<file path="src/rtl/pipe_skid_reg.sv">
// Two-entry pipeline register with a skid slot: fully registered ready_o,
// 1-cycle latency, flush-to-bubble, and a saturating downstream-stall counter.
module pipe_skid_reg #(
  parameter int DATA_W = 32,
  parameter int CTRL_W = 4,
  parameter int CNT_W  = 8
) (
  input  logic              clk_i,
  input  logic              rst_i,
  input  logic              flush_i,
  input  logic              valid_i,
  output logic              ready_o,
  input  logic [DATA_W-1:0] data_i,
  input  logic [CTRL_W-1:0] ctrl_i,
  output logic              valid_o,
  input  logic              ready_i,
  output logic [DATA_W-1:0] data_o,
  output logic [CTRL_W-1:0] ctrl_o,
  output logic [1:0]        occ_o,
  input  logic              clr_cnt_i,
  output logic [CNT_W-1:0]  stall_cnt_o
);

  // Handshake: a transfer happens on an edge where both valid and ready are 1
  // (input side: valid_i && ready_o, output side: valid_o && ready_i).
  typedef enum logic [1:0] {
    S_EMPTY = 2'd0,
    S_ONE   = 2'd1,
    S_TWO   = 2'd2
  } state_e;

  state_e              state_q, state_d;
  logic [DATA_W-1:0]   main_data_q, main_data_d;
  logic [CTRL_W-1:0]   main_ctrl_q, main_ctrl_d;
  logic [DATA_W-1:0]   skid_data_q, skid_data_d;
  logic [CTRL_W-1:0]   skid_ctrl_q, skid_ctrl_d;
  logic                ready_q;
  logic [CNT_W-1:0]    stall_cnt_q, stall_cnt_d;
  logic                valid;
  logic                in_fire;
  logic                out_fire;

  assign valid    = (state_q != S_EMPTY);
  assign in_fire  = valid_i && ready_q;
  assign out_fire = valid && ready_i;

  always_comb begin
    state_d     = state_q;
    main_data_d = main_data_q;
    main_ctrl_d = main_ctrl_q;
    skid_data_d = skid_data_q;
    skid_ctrl_d = skid_ctrl_q;
    case (state_q)
      S_EMPTY: begin
        if (in_fire) begin
          main_data_d = data_i;
          main_ctrl_d = ctrl_i;
          state_d     = S_ONE;
        end
      end
      S_ONE: begin
        if (in_fire && out_fire) begin
          main_data_d = data_i;
          main_ctrl_d = ctrl_i;
        end else if (out_fire) begin
          state_d = S_EMPTY;
        end else if (in_fire) begin
          skid_data_d = data_i;
          skid_ctrl_d = ctrl_i;
          state_d     = S_TWO;
        end
      end
      S_TWO: begin
        if (out_fire) begin
          main_data_d = skid_data_q;
          main_ctrl_d = skid_ctrl_q;
          state_d     = S_ONE;
        end
      end
      default: state_d = S_EMPTY;
    endcase
    // Flush drops everything, including a same-cycle accept; payload regs keep
    // their old contents so data_o holds its last value under the bubble.
    if (flush_i) begin
      state_d     = S_EMPTY;
      main_data_d = main_data_q;
      main_ctrl_d = main_ctrl_q;
      skid_data_d = skid_data_q;
      skid_ctrl_d = skid_ctrl_q;
    end
  end

  always_comb begin
    stall_cnt_d = stall_cnt_q;
    if (clr_cnt_i) begin
      stall_cnt_d = '0;
    end else if (valid && !ready_i && (stall_cnt_q != {CNT_W{1'b1}})) begin
      stall_cnt_d = stall_cnt_q + CNT_W'(1);
    end
  end

  always_ff @(posedge clk_i) begin
    if (rst_i) begin
      state_q     <= S_EMPTY;
      main_data_q <= '0;
      main_ctrl_q <= '0;
      skid_data_q <= '0;
      skid_ctrl_q <= '0;
      ready_q     <= 1'b1;
      stall_cnt_q <= '0;
    end else begin
      state_q     <= state_d;
      main_data_q <= main_data_d;
      main_ctrl_q <= main_ctrl_d;
      skid_data_q <= skid_data_d;
      skid_ctrl_q <= skid_ctrl_d;
      ready_q     <= (state_d != S_TWO);
      stall_cnt_q <= stall_cnt_d;
    end
  end

  assign ready_o     = ready_q;
  assign valid_o     = valid;
  assign data_o      = main_data_q;
  assign ctrl_o      = valid ? main_ctrl_q : '0;
  assign occ_o       = state_q;
  assign stall_cnt_o = stall_cnt_q;

endmodule

</file>
<file path="config.mk">
export PLATFORM = sky130hd
export DESIGN_NAME = pipe_skid_reg
export DESIGN_NICKNAME = d
export VERILOG_FILES = /design/src/rtl/pipe_skid_reg.sv
export SDC_FILE = /design/constraint.sdc
export NUM_CORES = 1
export LEC_CHECK = 0
export ABC_AREA = 0
export BUFFER_PORTS_ARGS = -buffer_cell sky130_fd_sc_hd__buf_2
export CAP_MARGIN = 20
export CORE_UTILIZATION = 57
export DETAILED_ROUTE_END_ITERATION = 8
export MAX_ROUTING_LAYER = met4
export PLACE_DENSITY_LB_ADDON = 0.1
export SLEW_MARGIN = 10
export SYNTH_ARGS = -nofsm -noshare
export SYNTH_HDL_FRONTEND = slang
export SYNTH_SLANG_ARGS = --single-unit
</file>
<file path="constraint.sdc">
create_clock -name clk_i -period 3.6 [get_ports clk_i]
set_input_delay 0.36 -clock clk_i [delete_from_list [all_inputs] [get_ports clk_i]]
set_output_delay 0.36 -clock clk_i [all_outputs]
set_load 0.005 [all_outputs]
</file>
==> impl_metrics.json <==
{
  "period_share_pct": 58.34,
  "critical-path-slowest-cell": "dfxtp_1",
  "routed-via-count": 3049,
  "cp_num_buf_inv": 1,
  "synthesis_to_layout_area_growth_pct": 16.28,
  "die-height_um": 81.10,
  "gp_routability_congestion": 0.8020,
  "grt_remaining_overflow": 0,
  "die-area_um2": 6576,
  "detailed_place_hpwl_mm": 4.787,
  "multiplexer_share_of_the_synthesized_area_pct": 10.67,
  "setup_viol": 0,
  "tightest_slew_ns": 0.7840,
  "cts_post_setup_buffers_inserted": 0,
  "final-instance-count-excl-fill": 544,
  "timing_worst_setup_path_type": "flop to flop",
  "crit_path_max_fanout": 24,
  "synth-seq-area-share_pct": 46.60,
  "worst_setup_path_end_kind": "flop",
  "yosys_cell_types": 39,
  "synth_common_cells": "dfxtp_1 (83), nand2_1 (77), a21oi_1 (74)",
  "dpl.cell_count": 527,
  "netlist_area_um2": 3566,
  "ff_latch_area_um2": 1662,
  "filler_cell_count": 502,
  "grt_pass1_wl_mm": 12.41,
  "synthDominantCellAreaShare_pct": 46.60,
  "setup_slack_ns": 1.500,
  "number_of_warnings_issued_by_yosys": 0,
  "simple_logic_cell_fraction_of_the_synthesized_area_pct": 13.26,
  "cts.htree.levels": 3,
  "vdd_ir_drop_max_v": 0.0002516,
  "drt_first_iter_violations": 192,
  "diodes": 0,
  "max_slew_margin_pct": 47.73,
  "final.min_clock_period_ns": 2.100,
  "clock_sink_count": 83,
  "finalClockSkew_ns": 0.005827,
  "place_ws_ns": 1.476,
  "synth_top_family_by_area": "compound AO/OA/AOI/OAI gates",
  "cpPeakStageDelay_ns": 0.62,
  "grt_setup_unrepaired": "false",
  "io-pin-count": 90,
  "die_w_um": 81.10,
  "initial_utilization_pct": 59.52,
  "report.final.slew_viol_count": 0,
  "synth.most_common_cell": "dfxtp_1",
  "wl_per_cell_um": 14.27,
  "root_buffer": "clkbuf_8",
  "synth_top_cells_by_area": "dfxtp_1 (47%), mux2i_1 (11%), a21oi_1 (10%)",
  "fmaxAchievable_mhz": 476.1,
  "timing.max_cap.violations": 0,
  "worst-endpoint-required_ns": 3.85,
  "postSynth.topFlopCell": "dfxtp_1",
  "syn-num-nets": 436,
  "cts-root-to-sink-buffers": 2,
  "number_of_global_route_vias_before_repair": 2676,
  "tritoncts_clock_tree": "yes",
  "rows": 28,
  "outcome": "finished clean",
  "worst-endpoint-arrival_ns": 2.35,
  "insertion_delay_ns": 0.35,
  "synthesis.instances": 393,
  "post_synth_xor_area_fraction_pct": 0.4912,
  "grt_start_max_net_pins": 75,
  "post_synth_fa_ha_maj_area_fraction_pct": 0.3509,
  "crit_path_start_kind": "flop",
  "hold_buffers": 0,
  "drc": 0,
  "portBuffers": 89,
  "drt_first_pass_iters": 5,
  "holdCritPathClass": "input pin to flop",
  "fin_setup_tns_ns": 0,
  "power.density_nw_per_um2": 426.7,
  "cts_resized": 0,
  "drive_above_1_share_pct": 25.16,
  "critical_path.cell_chain": "nand2b_2, buf_4, mux2i_1, a311oi_1",
  "hold_viol": 0,
  "multiInputGateArea_um2": 1679,
  "cts.reportedPaths.clkPinSlew_ns": 0.08,
  "finish.utilization_pct": 69.21,
  "p_leak_nw": 1.875,
  "vias_per_cell": 5.605,
  "ys_seq_elements": 83,
  "layout.nets": 507,
  "floorplan.core_area_um2": 5991,
  "edff_count_synth": 0,
  "synthArstFlopShare_pct": 0,
  "wl_mm": 7.764,
  "globalRouteTotalUtil_pct": 25.20,
  "numCtsBuffers": 9,
  "avgSynthCellArea_um2": 9.074,
  "antenna_found_initial": 0,
  "route.antenna.remaining_nets": 0,
  "post-layout-total-power_mw": 1.770,
  "timing.critical_path.max_delay_family": "flip-flops",
  "synth_area_in_compound_gates_pct": 22.25,
  "synth_top_cell_by_area": "dfxtp_1"
}
## worst register-to-register path: stages (launching register included)
cell	delay, ns
dfxtp_1	0.62
nand2b_2	0.55
buf_4	0.42
mux2i_1	0.15
a311oi_1	0.26
## state kept, by name (all words and copies together), names as in the netlist
| signal | count |
|---|---|
| data_o | 32 |
| main_ctrl_q | 4 |
| occ_o | 2 |
| ready_o | 1 |
| skid_ctrl_q | 4 |
| skid_data_q | 32 |
| stall_cnt_o | 8 |
## path summary, 6_finish.rpt
check                  startpoint         endpoint  cells after the start  slack (ns)
setup / recovery         occ_o[1]   main_ctrl_q[3]                      4        1.50
hold / removal          data_i[4]   skid_data_q[4]                      3        0.25
setup reg to reg         occ_o[1]   main_ctrl_q[3]                      4        1.50
hold reg to reg   skid_data_q[13]  skid_data_q[13]                      2        0.46
## power breakdown
group	total [mW]	internal [mW]	switching [mW]
sequential	0.970	0.951	0.0190
clock	0.610	0.284	0.327
combinational	0.189	0.0824	0.107
total	1.77	1.32	0.452
## layer usage
| layer | vias up | part of all wire (%) | track usage, % | routed length [um] |
|---|---|---|---|---|
| li1 | 1559 | - | - | - |
| met1 | 1398 | 48 | 31.69 | 3703 |
| met2 | 79 | 47 | 38.74 | 3613 |
| met3 | 13 | 3.8 | 4.382 | 296 |
| met4 | 0 | 1.9 | 13.04 | 150 |
| met5 | - | 0 | - | 0 |
## cells in the final DEF, fill, tap and decap left out, types with 3 or more instances in the layout
cell type and n:
nand3_1 4, clkinv_2 4, nor2_1 5, clkbuf_8 11, nor2b_1 4, inv_1 5, dfxtp_1 83, nand2_1 77
o211ai_1 3, mux2i_1 38, or4_1 3, buf_4 6, a311oi_1 36, a21oi_1 74, buf_2 89
## cell type report
type / count / share of cell area, %
inverter: 6 / 0.5431
timing repair buffer: 96 / 12.31
sequential: 83 / 40.07
tap: 75 / 2.263
clock buffer: 11 / 3.651
multi-input combinational: 268 / 40.49
clock inverter: 5 / 0.6638
## per-stage QoR
| step | hold slack, ns | cell area, um2 |
|---|---|---|
| finish | 0.2529 | 4146 |
| global route | 0.2518 | 4146 |
| CTS | 0.2454 | 4126 |
| detailed placement | 0.4456 | 3948 |
| global placement | 0.4404 | 3948 |
| floorplan | 0.4357 | 3566 |
## cell families after synthesis
kind of cell | after synthesis
flip-flops | 83
XOR/XNOR | 2
multiplexers | 38
adder cells (fa/ha/maj) | 1
buffers and inverters | 42
AND/OR/NAND/NOR | 104
AO/OA/AOI/OAI | 123
No activity file was read; power rests on OpenSTA's default activity.
